### config.mk
export PLATFORM = sky130hd
export DESIGN_NAME = op_sequencer_flat
export DESIGN_NICKNAME = d
export VERILOG_FILES = /design/src/rtl/op_sequencer_if.sv /design/src/rtl/op_sequencer.sv /design/src/flat_wrapper.sv
export SDC_FILE = /design/constraint.sdc
export NUM_CORES = 1
export LEC_CHECK = 0
export CORE_UTILIZATION = 50
export CTS_BUF_LIST = sky130_fd_sc_hd__clkbuf_16
export DETAILED_ROUTE_END_ITERATION = 10
export PLACE_DENSITY = 0.69
export SETUP_SLACK_MARGIN = 0.2
export SYNTH_ARGS = -nofsm -noshare
export SYNTH_HDL_FRONTEND = slang
export SYNTH_SLANG_ARGS = --single-unit
### constraint.sdc
create_clock -name clk -period 4.24 [get_ports clk]
set_input_delay 0.848 -clock clk [delete_from_list [all_inputs] [get_ports clk]]
set_output_delay 0.848 -clock clk [all_outputs]
set_load 0.005 [all_outputs]
### src/rtl/op_sequencer_if.sv
// Bus bundle between the op sequencer and its host/datapath side:
// program load, run control and the op/dest issue handshake.
interface op_sequencer_if #(
   parameter int unsigned PC_W = 3
);
   logic            wr_en;
   logic [PC_W-1:0] wr_addr;
   logic [4:0]      wr_data;
   logic [PC_W:0]   prog_len;
   logic            start;
   logic            abort;
   logic            issue_ready;
   logic [1:0]      op;
   logic            dest;
   logic            issue_valid;
   logic [PC_W-1:0] pc;
   logic            busy;
   logic            done;

   modport master (
      output wr_en, wr_addr, wr_data, prog_len, start, abort, issue_ready,
      input  op, dest, issue_valid, pc, busy, done
   );

   modport slave (
      input  wr_en, wr_addr, wr_data, prog_len, start, abort, issue_ready,
      output op, dest, issue_valid, pc, busy, done
   );
endinterface

### src/rtl/op_sequencer.sv
// Issue stage for the 2-register datapath: stores a short op/dest program and
// replays it one accepted instruction per cycle, honouring per-entry repeat counts.
module op_sequencer #(
   parameter int unsigned DEPTH = 8,
   parameter int unsigned PC_W  = 3
) (
   input  logic            clk,
   input  logic            reset,
   op_sequencer_if.slave   bus
);
   localparam int unsigned LEN_W = PC_W + 1;

   typedef enum logic [1:0] {IDLE, RUN, DONE} state_t;

   state_t          state_q, state_d;
   logic [4:0]      mem [DEPTH];
   logic [PC_W-1:0] pc_q, pc_d;
   logic [1:0]      rep_q, rep_d;
   logic [LEN_W-1:0] len_q, len_d;
   logic [1:0]      op_q, op_d;
   logic            dest_q, dest_d;
   logic            valid_q, valid_d;
   logic            busy_q, busy_d;
   logic            done_q, done_d;

   logic [4:0]      cur_instr;
   logic [4:0]      nxt_instr;
   logic [4:0]      first_instr;

   // Program memory: no reset, writable only while idle
   always_ff @(posedge clk) begin
      if (!reset && state_q == IDLE && bus.wr_en) begin
         mem[bus.wr_addr] <= bus.wr_data;
      end
   end

   assign cur_instr   = mem[pc_q];
   assign nxt_instr   = mem[pc_q + PC_W'(1)];
   assign first_instr = mem[0];

   always_comb begin
      state_d = state_q;
      pc_d    = pc_q;
      rep_d   = rep_q;
      len_d   = len_q;
      op_d    = op_q;
      dest_d  = dest_q;
      valid_d = valid_q;
      busy_d  = busy_q;
      done_d  = 1'b0;

      unique case (state_q)
         IDLE: begin
            if (bus.start && !bus.wr_en) begin
               if (bus.prog_len == '0) begin
                  state_d = DONE;
                  done_d  = 1'b1;
               end else begin
                  state_d = RUN;
                  len_d   = (bus.prog_len > LEN_W'(DEPTH)) ? LEN_W'(DEPTH) : bus.prog_len;
                  pc_d    = '0;
                  rep_d   = '0;
                  busy_d  = 1'b1;
                  valid_d = 1'b1;
                  op_d    = first_instr[4:3];
                  dest_d  = first_instr[2];
               end
            end
         end
         RUN: begin
            // Abort wins over a completing handshake in the same cycle
            if (bus.abort) begin
               state_d = IDLE;
               pc_d    = '0;
               rep_d   = '0;
               valid_d = 1'b0;
               op_d    = 2'b00;
               dest_d  = 1'b0;
               busy_d  = 1'b0;
            end else if (valid_q && bus.issue_ready) begin
               if (rep_q < cur_instr[1:0]) begin
                  rep_d = rep_q + 2'd1;
               end else if ({1'b0, pc_q} == len_q - LEN_W'(1)) begin
                  state_d = DONE;
                  done_d  = 1'b1;
                  valid_d = 1'b0;
                  op_d    = 2'b00;
                  dest_d  = 1'b0;
                  busy_d  = 1'b0;
               end else begin
                  pc_d   = pc_q + PC_W'(1);
                  rep_d  = '0;
                  op_d   = nxt_instr[4:3];
                  dest_d = nxt_instr[2];
               end
            end
         end
         DONE: begin
            state_d = IDLE;
            pc_d    = '0;
            rep_d   = '0;
         end
         default: begin
            state_d = IDLE;
         end
      endcase
   end

   always_ff @(posedge clk) begin
      if (reset) begin
         state_q <= IDLE;
         pc_q    <= '0;
         rep_q   <= '0;
         len_q   <= '0;
         op_q    <= 2'b00;
         dest_q  <= 1'b0;
         valid_q <= 1'b0;
         busy_q  <= 1'b0;
         done_q  <= 1'b0;
      end else begin
         state_q <= state_d;
         pc_q    <= pc_d;
         rep_q   <= rep_d;
         len_q   <= len_d;
         op_q    <= op_d;
         dest_q  <= dest_d;
         valid_q <= valid_d;
         busy_q  <= busy_d;
         done_q  <= done_d;
      end
   end

   assign bus.op          = op_q;
   assign bus.dest        = dest_q;
   assign bus.issue_valid = valid_q;
   assign bus.pc          = pc_q;
   assign bus.busy        = busy_q;
   assign bus.done        = done_q;
endmodule

### src/flat_wrapper.sv
// flat-port wrapper written by rule: the top's interface ports become plain ports
module op_sequencer_flat 
#(
   parameter int unsigned DEPTH = 8,
   parameter int unsigned PC_W  = 3
)
  (clk, reset, bus_wr_en, bus_wr_addr, bus_wr_data, bus_prog_len, bus_start, bus_abort, bus_issue_ready, bus_op, bus_dest, bus_issue_valid, bus_pc, bus_busy, bus_done);
  op_sequencer_if #(.PC_W(PC_W)) bus_i ();
  input  logic clk;
  input  logic reset;
  input wire logic [$bits(bus_i.wr_en)-1:0] bus_wr_en;
  input wire logic [$bits(bus_i.wr_addr)-1:0] bus_wr_addr;
  input wire logic [$bits(bus_i.wr_data)-1:0] bus_wr_data;
  input wire logic [$bits(bus_i.prog_len)-1:0] bus_prog_len;
  input wire logic [$bits(bus_i.start)-1:0] bus_start;
  input wire logic [$bits(bus_i.abort)-1:0] bus_abort;
  input wire logic [$bits(bus_i.issue_ready)-1:0] bus_issue_ready;
  output wire logic [$bits(bus_i.op)-1:0] bus_op;
  output wire logic [$bits(bus_i.dest)-1:0] bus_dest;
  output wire logic [$bits(bus_i.issue_valid)-1:0] bus_issue_valid;
  output wire logic [$bits(bus_i.pc)-1:0] bus_pc;
  output wire logic [$bits(bus_i.busy)-1:0] bus_busy;
  output wire logic [$bits(bus_i.done)-1:0] bus_done;
  assign bus_i.wr_en = bus_wr_en;
  assign bus_i.wr_addr = bus_wr_addr;
  assign bus_i.wr_data = bus_wr_data;
  assign bus_i.prog_len = bus_prog_len;
  assign bus_i.start = bus_start;
  assign bus_i.abort = bus_abort;
  assign bus_i.issue_ready = bus_issue_ready;
  assign bus_op = bus_i.op;
  assign bus_dest = bus_i.dest;
  assign bus_issue_valid = bus_i.issue_valid;
  assign bus_pc = bus_i.pc;
  assign bus_busy = bus_i.busy;
  assign bus_done = bus_i.done;
  op_sequencer #(.DEPTH(DEPTH), .PC_W(PC_W)) u_core (.clk(clk), .reset(reset), .bus(bus_i));
endmodule
After elaboration in Yosys (flattened, before gate mapping)

Memory sizes are Yosys's and may differ from the RTL's. A register that Yosys moved wholly into a read port is not among the register bits.
Cells that the tools add are included.

Output and inout port bits: 9
Logic and storage cells: 95
Bits of input ports: 18
Memories: 1
Bits in writable memories: 40
Bits in registers: 16

Reduce and logical (&&, ||, !) cells: 16
Order comparisons: 2
Mux-type cells: 54
Bitwise operators: 1
Add/sub/neg operators: 3
Equality and inequality tests: 10

Memories:

| memory     | depth | bits a word | read ports | clocked after memory_dff | write ports | line               | RTL |
|---|---|---|---|---|---|---|---|
| u_core.mem | 8     | 5           | 3          | 1                        | 1           | op_sequencer.sv:16 | `logic [4:0] mem [DEPTH];` |

Operators with widths:

| kind                                                  | number |
|---|---|
| 2-to-1 mux 2 bit                                      | 18 |
| 2-to-1 mux 3 bit                                      | 8 |
| 2-to-1 mux 1 bit                                      | 20 |
| AND reduction 6 bit                                   | 2 |
| AND reduction 5 bit                                   | 2 |
| case mux 3 bit (3 select lines)                       | 1 |
| case mux 2 bit (2 select lines)                       | 2 |
| != test 3 x 2 -> 1 bit (second input constant)        | 2 |
| != test 3 bit (second input constant)                 | 2 |
| case mux 1 bit (2 select lines)                       | 3 |
| case mux 2 bit (3 select lines)                       | 1 |
| equality test 3 x 4 -> 1 bit                          | 1 |
| greater-than comparator 4 bit (second input constant) | 1 |
| logical AND 1 bit                                     | 4 |
| zero test 4 bit                                       | 1 |
| 2-to-1 mux 4 bit                                      | 1 |
| != test 2 bit (second input constant)                 | 2 |
| != test 4 x 3 -> 1 bit (second input constant)        | 1 |
| AND reduction 4 bit                                   | 1 |
| subtractor 4 x 1 -> 4 bit (second input constant)     | 1 |
| adder 3 x 1 -> 3 bit (second input constant)          | 1 |
| AND reduction 3 bit                                   | 1 |
| nonzero test 3 bit                                    | 1 |
| adder 2 x 1 -> 2 bit (second input constant)          | 1 |
| other kinds (7)                                       | 8 |

Logic depth before layout (Yosys ltp)

Gate-level depths: netlist (run 1).

Word-level depth: 9
Depth in mapped cells: 9
Depth with buffers taken out: 8

Least setup slack after synthesis (run 1)

No wires, ideal clock.

Kind: reg2reg
From: register (tool-made name)
To: register (tool-made name)
Path buffers: 1
Stages on the path, launching flop included: 10
Arrival: 2.226 ns
Path slack: 1.931 ns
Library setup time: 0.082 ns
Required time: 4.158 ns
Period minus slack after synthesis: 2.309 ns
Cells stage by stage: dfxtp_1 > buf_6 > mux4_1 > mux2i_1 > ha_1 > nand2_1 > o21bai_2 > a21oi_2 > or4_1 > a31oi_1

Worst setup path in the final report (run 1)

From: input port reset
To: memory u_core.mem[0][2], enable pin

Word-level cells in the longest chain between the ends: 5

Ends and longest elaborated chain:

| item                                   | line               | RTL |
|---|---|---|
| start, declared                        | flat_wrapper.sv:10 | `input logic reset;` |
| zero test 1 bit                        | op_sequencer.sv:32 | `if (!reset && state_q == IDLE && bus.wr_en) begin` |
| logical AND 1 bit (2 in a row)         | op_sequencer.sv:32 |  |
| 2-to-1 mux 1 bit                       | op_sequencer.sv:32 |  |
| 2-to-1 mux 1 bit (implied by the code) | op_sequencer.sv:33 | `mem[bus.wr_addr] <= bus.wr_data;` |
| end, declared                          | op_sequencer.sv:16 |  |

No other way between the ends.

==> run summary, run 1 <==
Clk sinks: 59
PD cells: 435.5 nW/um^2
Worst min-delay path class: reg -> reg
Initial antenna violation count: 0
Fillers: 381
R2R depth: 8
P&R area growth vs syn: 22.69%
Worst Path Max Fanout: 15
Critical Path Stages: 4
RSZ-0062 raised after global routing: false
Synth unique cells: 49
Antenna viol nets, final: 0
Die ar.: 5544 sq um
Top_reg_cell synth: edfxtp_1
Leakage Power: 1.057 nW
Final Routed Wirelength: 5288 um
Sequential fraction of the synthesis area: 60.25%
Final net count: 245
Clock Tree Buf Depth: 2
Maxcap violations: 0
Diodes inserted: 0
Clock transition at path regs: 50 ps
Most common cell in the netlist: edfxtp_1
Slowest stage delay, CP: 720 ps
Yosys top cell area share: 45.76%
Clock latency on the worst-skew pair: 320 ps
Post-CTS setup buffer count: 0
Hold path depth: 2
CP max-delay cell: clkdlybuf4s50_1
Die width: 74.46 um
All-layer global routing usage: 21.14%
DP HPWL: 3891 um
Pre-CTS setup slack: 1074 ps
Via Count: 1683
Kind of critical path: in -> reg
Flops & latches, synth: 59
Fmax achieved: 348.2 MHz
Resize count post-CTS: 0
Hold_buf cts: 0
Status: complete, no violations
CTS tree: yes
Worst Skew: 5.675 ps
CTS Root Cell: clkbuf_16
Initial Utilization: 51.73%
Layout cells sized above 1: 13.60%
Worst path bufs/invs: 1
# H-tree levels: 3
Worst setup margin: 1368 ps
Fin. max-slew vios: 0
Top cells by area, synth: edfxtp_1 46%, dfxtp_1 14%, mux4_2 6.0%
Core area: 5075 sq um
Most frequent cells after synthesis: 40 x edfxtp_1, 19 x dfxtp_1, 18 x nor2_1, 10 x nand2_1
Cell row count: 26
First-pass GRT wire length: 8224 um
Reg2Reg Capture Point: u_core.bus.pc[0]$_SDFFE_PP0N_
Nature of the critical path startpoint: input pin
Setup violators final: 0
CTS Buf Count: 9
Crit end category: flip-flop
# DRC: 0
Crit-path cells: clkdlybuf4s50_1, nor3b_1, nand2b_1, nor3_1
Largest net degree at the start of global routing: 16
Post-synth EDFFs: 40
Crit path max-delay family: simple AND/OR/NAND/NOR gates
IO buf count: 26
R2R Setup Slk: 1600 ps
DRT Pass-1 Iters: 4
Die Y: 74.46 um
Synth Cell Area: 2625 sq um
Final period utilization: 67.74%
Iter 0 DRT Violations: 88
Peak VDD IR: 281.6 uV
CP Data Arrival Time: 2820 ps
Max-slew headroom at the worst pin: 53.04%
# IOs: 27
Async SR Flop Fraction: 0%
Fin Hold WS: 551.8 ps
Congestion Overflow GR: 0
Via density: 5.648
Gpl congestion: 0.8179
Post-Synthesis Cells: 193
Start point of the worst hold path: u_core.len_q[3]$_SDFFE_PP0P_
Pwr Total: 1.403 mW
Synth area leader: edfxtp_1
Syn Nets: 214
Synth Area per Inst: 13.60 sq um
Hold Path End: u_core.len_q[3]$_SDFFE_PP0P_
Measured slew at the worst slew-check pin: 699.0 ps
Wire length per cell: 17.74 um
Yosys warning count: 0
Final hold viol count: 0
Req. time, crit path: 4190 ps
Final min period: 2872 ps
Vias in the first global route: 1656
Post-Route Setup TNS: 0 ps
final cells by class:
cell class | instances | area (sq um) | area share, %
clock inverter | 6 | 57.56 | 1.787
multi-input combinational | 122 | 985.9 | 30.61
inverter | 6 | 22.52 | 0.6993
sequential | 59 | 1582 | 49.11
tap | 70 | 87.58 | 2.720
timing repair buffer | 26 | 260.3 | 8.081
clock buffer | 9 | 225.2 | 6.993
per-layer routing:
metal  track usage [%]  vias up  share of wire, %
met3             5.827        9               4.4
met5                 0        -                 0
met1             26.26      813                44
met4             9.015        0               2.0
met2             34.83       46                49
li1                  -      815                 -
cell families after synthesis:
group	count (synthesis)	synth area share (%)
DFF	59	60.25
buffers and inverters	12	2.192
adders and majority gates	3	1.430
muxes	20	12.39
and+or+nand+nor	62	12.58
AOI/OAI and AO/OA	32	8.913
xor gates and xnor gates	5	2.240
worst register-to-register path, cell delays in order (launching register included):
cell      delay (ps)
dfxtp_1          480
mux4_1           600
mux2i_1          150
ha_1             300
nand2_1          110
o21bai_2          70
a21oi_2          280
o21ai_0          160
a311oi_1         380
per-stage QoR:
stage / instance area (sq um) / instances / util [%]
2_1_floorplan: 2625 / 193 / -
3_3_place_gp: 2938 / 283 / 57.89
3_5_place_dp: 2938 / 283 / 57.89
4_1_cts: 3221 / 298 / 63.46
5_1_grt: 3221 / 298 / 63.46
6_report: 3221 / 298 / 63.46
worst max-delay path by stage:
stage | to | start
global route | u_core.mem[1][2]$_DFFE_PP_ | reset
detailed placement | u_core.mem[1][3]$_DFFE_PP_ | reset
floorplan | flip-flop | flip-flop
global placement | u_core.mem[1][2]$_DFFE_PP_ | reset
CTS | u_core.mem[1][2]$_DFFE_PP_ | reset
finish | u_core.mem[0][2]$_DFFE_PP_ | reset
cells in the final DEF, fill, tap and decap left out, types with 2 or more instances in the layout:
master / n
edfxtp_1: 40
clkdlybuf4s50_1: 26
dfxtp_1: 19
nor2_1: 18
nand2_1: 10
clkbuf_16: 9
mux2i_1: 7
mux4_2: 7
a31oi_1: 7
inv_1: 6
nor2b_1: 5
nor3_1: 4
nand2b_1: 4
o21ai_0: 4
mux2_2: 4
nor3b_1: 3
a21oi_1: 3
xnor2_1: 3
nand4_1: 3
nand3_1: 3
a32oi_1: 3
ha_1: 3
mux4_1: 2
or4_1: 2
a21o_1: 2
a311oi_1: 2
and3_1: 2
a211oi_1: 2
clkinv_1: 2
clkinvlp_4: 2
power breakdown:
part           switching (mW)  leakage [nW]  internal (mW)
combinational          0.0448         0.409         0.0447
sequential            0.00786         0.515          0.627
clock                   0.234         0.132          0.444
total                   0.286          1.06           1.12
registers in the layout, indices dropped and copies added, names as in the netlist, named ones only:
signal                  count
u_core.bus.dest             1
u_core.bus.done             1
u_core.bus.issue_valid      1
u_core.bus.op               2
u_core.bus.pc               3
u_core.len_q                4
u_core.mem                 40
u_core.rep_q                2
u_core.state_q              2
No activity file was read; power rests on OpenSTA's default activity.
==> run 2, diff against run 1 <==
PLACE_DENSITY = 0.71   (was 0.69)
clock period = 2.5 ns   (was 4.24 ns; I/O delays follow)
==> run summary, run 2 (same netlist as run 1, synthesis figures left out) <==
Fmax achieved: 441.8 MHz
Placed Cells: 300 (+6.0%)
Cell row count: 26 (unchanged)
Final Routed Wirelength: 5760 um (+8.9%)
Via Count: 1857 (+10%)
Setup violators final: 0 (unchanged)
Initial Utilization: 51.73% (unchanged)
Final min period: 2263 ps
Iter 0 DRT Violations: 194 (+120%)
Area after DPL: 3065 sq um (+4.3%)
Vias in the first global route: 1859 (+12%)
Non-Filler Instances: 319 (+7.0%)
CP max-delay cell: mux4_2
Die ar.: 5544 sq um (unchanged)
Final net count: 265 (+8.2%)
Slowest stage delay, CP: 480 ps (-240 ps)
Worst min-delay path class: reg -> reg
Reg with most FFs: u_core.mem
Area of the multi-input gates: 1045 sq um (+6.0%)
RSZ-0062 raised after global routing: true
Max reg flops: 40 (unchanged)
Worst path bufs/invs: 1 (unchanged)
Register area: 1585 sq um (+0.24%)
PD cells: 705.1 nW/um^2 (+62%)
Kind of critical path: reg -> reg
Req. time, crit path: 2750 ps (-1440 ps)
Worst setup margin: 236.7 ps (-1131 ps)
Crit end category: flip-flop
Leakage Power: 1.171 nW (+11%)
Fin. max-slew vios: 0 (unchanged)
Die Y: 74.46 um (unchanged)
Crit-path cells: mux4_2, mux2i_1, ha_1, nand2_1, o21bai_2, buf_4, a21o_4, mux2_2, a21oi_2
Largest net degree at the start of global routing: 15 (-1)
Clk sinks: 59 (unchanged)
Crit path max-delay family: multiplexers
Die width: 74.46 um (unchanged)
Fillers: 373 (-2.1%)
Post-Route Setup TNS: 0 ps (unchanged)
Layout cells sized above 1: 26.51% (+13 points)
DP HPWL: 4021 um (+3.3%)
CTS Root Cell: clkbuf_16
Commonest non-fill, non-tap cell in the layout: edfxtp_1
Clock transition at path regs: 50 ps (about the same)
Antenna viol nets, final: 0 (unchanged)
Util after Layout: 67.87% (+4.4 points)
Clock Tree Buf Depth: 2 (unchanged)
CTS Buf Count: 9 (unchanged)
Gpl congestion: 0.9830 (+20%)
Clock latency on the worst-skew pair: 320 ps (about the same)
Pwr Total: 2.429 mW (+73%)
Max-slew headroom at the worst pin: 61.50% (+8.5 points)
Congestion Overflow GR: 0 (unchanged)
Fin Hold WS: 533.1 ps (-18.72 ps)
Final period utilization: 90.53%
Worst Skew: 3.839 ps (-1.836 ps)
Core area: 5075 sq um (unchanged)
# IOs: 27 (unchanged)
Measured slew at the worst slew-check pin: 572.3 ps (-126.8 ps)
Initial antenna violation count: 0 (unchanged)
Wire length per cell: 18.06 um (+1.8%)
DRT Pass-1 Iters: 4 (unchanged)
# DRC: 0 (unchanged)
Status: complete, no violations
Final instance area: 3445 sq um (+7.0%)
Final hold viol count: 0 (unchanged)
IO buf count: 26 (unchanged)
Maxcap violations: 0 (unchanged)
Via density: 5.821 (+3.1%)
All-layer global routing usage: 23.27% (+2.1 points)
P&R area growth vs syn: 31.22%
Commonest non-fill, non-tap cells in the layout: 40 x edfxtp_1, 26 x clkdlybuf4s50_1, 20 x buf_4
# H-tree levels: 3 (unchanged)
Pre-CTS setup slack: 63.23 ps (-1010 ps)
Worst Path Max Fanout: 4 (-11)
CTS tree: yes
Diodes inserted: 0 (unchanged)
CP Data Arrival Time: 2520 ps (-300 ps)
First-pass GRT wire length: 9032 um (+9.8%)
Peak VDD IR: 652.5 uV (+130%)
Hold_buf cts: 0 (unchanged)
Nature of the critical path startpoint: flip-flop
## run 2: worst paths after layout
path,start,slack [ps],cells after the start,to
hold / removal,u_core.len_q[3]$_SDFFE_PP0P_,530,2,u_core.len_q[3]$_SDFFE_PP0P_
setup reg to reg,flip-flop,240,9,u_core.rep_q[1]$_SDFFE_PP0P_
hold reg to reg,u_core.len_q[3]$_SDFFE_PP0P_,530,2,u_core.len_q[3]$_SDFFE_PP0P_
setup / recovery,flip-flop,240,9,u_core.rep_q[1]$_SDFFE_PP0P_
## run 2: layout make-up
| class | instances | share of cell area, % |
|---|---|---|
| Tap cell | 70 | 2.543 |
| Clock inverter | 7 | 1.998 |
| Sequential cell | 59 | 46.02 |
| Timing Repair Buffer | 46 | 11.91 |
| Multi-Input combinational cell | 122 | 30.33 |
| Clock buffer | 9 | 6.538 |
| Inverter | 6 | 0.6538 |
## run 2: per-layer routing
metal,vias to the layer above,track usage (%),part of all wire (%)
met1,903,26.62,39
met2,84,39.64,51
met4,0,10.69,3.0
li1,847,-,-
met3,23,7.588,6.2
met5,-,0,0
## run 2: timing repair
| action | in CTS | in global routing |
|---|---|---|
| setup buffers | 3 | 0 |
| pin swaps | 3 | 6 |
| setup endpoints to repair | 13 | 14 |
| gates cloned | 0 | 0 |
| resized for setup | 8 | 10 |
## run 2: worst reg2reg max path: cells and delay by family, from the launching register on
kind / cells / cell delay [ps]
AOI/OAI and AO/OA: 3 / 410
adders and majority gates: 1 / 260
muxes: 3 / 910
DFF: 1 / 360
buffers and inverters: 1 / 160
and+or+nand+nor: 1 / 90
## run 2: report_power, final
part	internal, mW	switching (mW)
combinational	0.0873	0.0853
clock	0.765	0.417
sequential	1.06	0.0121
total	1.91	0.515
